**config.mk**
```make
export PLATFORM = sky130hd
export DESIGN_NAME = bpm2per
export DESIGN_NICKNAME = d
export VERILOG_FILES = /design/src/rtl/bpm2per.sv
export SDC_FILE = /design/constraint.sdc
export NUM_CORES = 1
export LEC_CHECK = 0
export ABC_CLOCK_PERIOD_IN_PS = 10150
export CORE_MARGIN = 4
export CORE_UTILIZATION = 45
export CTS_CLUSTER_DIAMETER = 60
export DETAILED_ROUTE_END_ITERATION = 10
export SLEW_MARGIN = 30
export SYNTH_ARGS = -nofsm -noshare
export SYNTH_HDL_FRONTEND = slang
export SYNTH_SLANG_ARGS = --single-unit
```
**constraint.sdc**
```tcl
create_clock -name clk_i -period 10.15 [get_ports clk_i]
set_input_delay 2.03 -clock clk_i [delete_from_list [all_inputs] [get_ports clk_i]]
set_output_delay 2.03 -clock clk_i [all_outputs]
set_load 0.1 [all_outputs]
```
**src/rtl/bpm2per.sv**
```systemverilog
// Converts a BPM value to a beat period in time-pulse units with a sequential
// restoring divider, and derives a metronome strobe from that period.
module bpm2per #(
    parameter int unsigned CLK_PER_NS = 40,
    parameter int unsigned TP_CYCLE   = 5120,
    parameter int unsigned BPM_MAX    = 250,
    localparam longint unsigned K     = 64'd60_000_000_000 / (64'(TP_CYCLE) * 64'(CLK_PER_NS)),
    localparam int unsigned PER_W     = $clog2(K + 1),
    localparam int unsigned BPM_W     = $clog2(BPM_MAX + 1)
) (
    input  logic             clk_i,
    input  logic             rst_i,
    input  logic [BPM_W-1:0] bpm_i,
    input  logic             bpm_valid_i,
    input  logic             tp_i,
    output logic             busy_o,
    output logic [PER_W-1:0] per_o,
    output logic             per_valid_o,
    output logic             beat_o
);

    localparam int unsigned W     = PER_W + BPM_W;
    localparam int unsigned CNT_W = $clog2(PER_W + 1);

    typedef enum logic [1:0] {
        S_IDLE    = 2'd0,
        S_COMPUTE = 2'd1,
        S_DONE    = 2'd2
    } state_t;

    state_t           state, state_nxt;
    logic [W-1:0]     rem, dsh, rem_sub;
    logic [PER_W-2:0] quo;
    logic [CNT_W-1:0] iter;
    logic [BPM_W-1:0] divisor;
    logic [PER_W-1:0] beat_cnt;
    logic             ge, last_iter, beat_hit;

    always_comb begin
        if (bpm_i == '0)
            divisor = BPM_W'(1);
        else if (bpm_i > BPM_W'(BPM_MAX))
            divisor = BPM_W'(BPM_MAX);
        else
            divisor = bpm_i;
    end

    assign ge        = (rem >= dsh);
    assign rem_sub   = rem - dsh;
    // iter is decremented on the same edge, so it reaches 0 as we leave S_COMPUTE
    assign last_iter = (iter == CNT_W'(1));

    always_ff @(posedge clk_i or posedge rst_i) begin
        if (rst_i)
            state <= S_IDLE;
        else
            state <= state_nxt;
    end

    always_comb begin
        state_nxt = state;
        case (state)
            S_IDLE:    if (bpm_valid_i) state_nxt = S_COMPUTE;
            S_COMPUTE: if (last_iter)   state_nxt = S_DONE;
            S_DONE:    state_nxt = S_IDLE;
            default:   state_nxt = S_IDLE;
        endcase
    end

    // quo holds the first PER_W-1 quotient bits; the last bit joins it straight into per_o
    always_ff @(posedge clk_i or posedge rst_i) begin
        if (rst_i) begin
            rem   <= '0;
            dsh   <= '0;
            quo   <= '0;
            iter  <= '0;
            per_o <= '0;
        end else begin
            case (state)
                S_IDLE: begin
                    if (bpm_valid_i) begin
                        rem  <= W'(K);
                        dsh  <= W'(divisor) << (PER_W - 1);
                        quo  <= '0;
                        iter <= CNT_W'(PER_W);
                    end
                end
                S_COMPUTE: begin
                    if (ge)
                        rem <= rem_sub;
                    dsh  <= dsh >> 1;
                    quo  <= {quo[PER_W-3:0], ge};
                    iter <= iter - 1'b1;
                    if (last_iter)
                        per_o <= {quo, ge};
                end
                default: ;
            endcase
        end
    end

    assign beat_hit = tp_i && (per_o != '0) && (beat_cnt == per_o - 1'b1);

    always_ff @(posedge clk_i or posedge rst_i) begin
        if (rst_i)
            beat_cnt <= '0;
        else if (state == S_DONE)
            beat_cnt <= '0;
        else if (tp_i && (per_o != '0))
            beat_cnt <= beat_hit ? '0 : beat_cnt + 1'b1;
    end

    assign beat_o      = beat_hit && (state != S_DONE);
    assign busy_o      = (state == S_COMPUTE);
    assign per_valid_o = (state == S_DONE);

endmodule

```
==> results.cfg <==
[route]
drt_iter0_drc = 340
drtAntennaViolNets = 0
firstDrtPassIters = 5
vias_per_cell = 5.69
routedWlPerCell_um = 16.5
routed_wl_um = 17400
num_vias = 5985
drc_errors = 0

[logic_synthesis]
synth-async-reset-ratio_pct = 100
synthFlopType = dfrtp_1
synth-simple-area-share_pct = 21.0
ys_ff_latch = 116
synth-compound-area-share_pct = 19.5
syn_avg_cell_area_um2 = 8.63
synth_top_family_by_area = simple AND/OR/NAND/NOR gates
synthMuxAreaShare_pct = 1.30
syn_area_um2 = 7040
synth.area.top_cells = dfrtp_1 (41%), nand2_1 (5.9%), ha_1 (5.5%)
synth_top_area_share_pct = 41.2
yosysTopAreaCell = dfrtp_1
yosysUniqueCellTypes = 63
synth-edff-count = 0
synth_cells = 816
synth-xor-area-share_pct = 5.85
synth_warnings = 0
synth_fa_ha_area_share_pct = 5.80
seq_area_frac_synth_pct = 41.2
synth_nets = 860

[critical_path]
critical_path_class = input port to output port
slowest_stage = clkdlybuf4s50_1
crit_family = buffers and inverters
r2r_cells = 7
cp_cell_sequence = clkdlybuf4s50_1, o31a_1, and3_1, nand4_1, nor4_1, clkdlybuf4s50_1
slowest_delay_ps = 1190
reg2reg_setup_slack_ps = 6550
crit_buf_inv = 2
arrival_ps = 4480
cp-end-kind = output port
path_max_fanout = 5
reg2reg_to = beat_cnt[5]
critPathLaunchType = input port
required_ps = 8120
timing.rr.start = per_o[2]
cpMostUsedCell = clkdlybuf4s50_1

[timing]
setup_viol = 0
worst_slew_pin_slew_ps = 1020
timing.fmax_ghz = 0.154
finalClockSkew_ps = 11.0
hold_slack_ps = 490
finalHoldViolCount = 0
fin_ws_ps = 3640
setup_tns_ps = 0
slew_violations = 0
period_needed_ps = 6510
slew-limit-headroom_pct = 31.7
rsz0062_at_grt = no
min_period_over_period_pct = 64.1

[outcome]
status = finished, final reports clean

[floorplanning]
std_cell_rows = 45
die_h_um = 133
dieArea_um2 = 17700
start_util_pct = 46.1
design.core.area_um2 = 15300
die_w_um = 133
io_pins = 34

[power_and_ir_drop]
peakVddDrop_uv = 205
powerDensity_nw_per_um2 = 406
leakage_nw = 3.54
power.total_mw = 3.32

[finish]
fin_cells = 1052
layout-drive-gt1-share_pct = 6.66
final_nets = 872
syn2layout_area_growth_pct = 16.0
final_util_pct = 53.5
final_area_um2 = 8170
antennaDiodeCount = 0

[clock_tree]
clk_latency_ps = 410
cts_tree = done
cts.sinks = 116
postCtsHoldBufs = 0
clock_path_buffers = 2
numCtsBuffers = 17
cts_resized = 0
cts_root_buffer = clkbuf_16
path_clk_slew_ps = 60
cts_setup_buffers = 0
h-tree-depth = 4

[place]
preCtsSetupSlack_ps = 3670
port-buffer-count = 33
dpl_cell_area_um2 = 7520
place_congestion = 0.962
dp_hpwl_um = 12400
post-place-cells = 1020

[global_route]
grt_pass1_wl_um = 29500
grt-ovfl-total = 0
grt_pass1_vias = 5891
global_route.usage.total_pct = 20.4
grt_start_max_net_pins = 74
antenna_found_initial = 0

[min_path]
min_from = quo[17]
min_to = per_o[18]
hold_path.class = register to register
min_path_cells = 2

[job]
cap_violations = 0
[report_power, final]
part	internal, mW	switching [mW]
Combinational	0.686	1.17
Sequential	0.645	0.170
Clock	0.420	0.226
[area by class of cell]
type	count	area [µm²]
multi-input cells	605	3770
clock buffers	18	439
flip-flops and latches	116	2900
well taps	211	264
inverters	48	183
repair buffers	40	402
fillers	1404	7090
clock inverters	14	203
[worst max path at each step]
stage	start	to	slack [ps]	depth (start not counted)
floorplan	per_o[0]	beat_o	2520	9
global placement	tp_i	beat_o	3700	6
detailed placement	tp_i	beat_o	3670	6
CTS	tp_i	beat_o	3660	6
global route	tp_i	beat_o	3540	6
finish	tp_i	beat_o	3640	6
[tightest hold or removal path, cell delays in order (launching register included)]
cell     delay [ps]
dfrtp_1         350
nand2_1          50
nand2_1          50
[cell usage after synthesis, drive strengths merged (20+ instances only)]
cell,number
a21oi,40
nor3,20
clkbuf,40
nand3,43
inv,47
xor2,21
o21ai,64
nand2,110
dfrtp,116
ha,31
xnor2,26
nor2,45
o22ai,23
[routing by layer]
metal	routed length, µm	GRT usage [%]	up-vias
li1	-	-	2945
met1	7800	26.0	2912
met5	0	0	-
met2	8820	35.0	110
met3	527	3.84	18
met4	241	6.41	0
[logic make-up after synthesis]
| family | after synthesis |
|---|---|
| AO/OA/AOI/OAI | 215 |
| XOR/XNOR | 47 |
| adder cells (fa/ha/maj) | 32 |
| buffers and inverters | 95 |
| flip-flops | 116 |
| multiplexers | 9 |
| AND/OR/NAND/NOR | 302 |
[placed cells by master, fill, tap and decap left out, types with 9 or more instances in the layout]
| cell | synthesis | layout |
|---|---|---|
| dfrtp_1 | 116 | 116 |
| nand2_1 | 110 | 110 |
| o21ai_0 | 48 | 48 |
| inv_1 | 46 | 45 |
| nand3_1 | 43 | 43 |
| nor2_1 | 44 | 43 |
| a21oi_1 | 40 | 40 |
| clkdlybuf4s50_1 | 0 | 32 |
| ha_1 | 31 | 31 |
| xnor2_1 | 26 | 26 |
| o22ai_1 | 23 | 23 |
| xor2_1 | 21 | 21 |
| nor3_1 | 20 | 20 |
| a22o_1 | 19 | 19 |
| clkbuf_16 | 0 | 17 |
| o21ai_1 | 16 | 16 |
| and3_1 | 15 | 15 |
| nand4_1 | 15 | 15 |
| a21o_1 | 13 | 13 |
| nor4_1 | 11 | 11 |
| a31oi_1 | 9 | 9 |
[state kept, by name (all words and copies together), names as in the netlist]
signal,flops
dsh,26
state,2
per_o,19
quo,18
rem,27
iter,5
beat_cnt,19
Power figures use the tool's default switching activity.
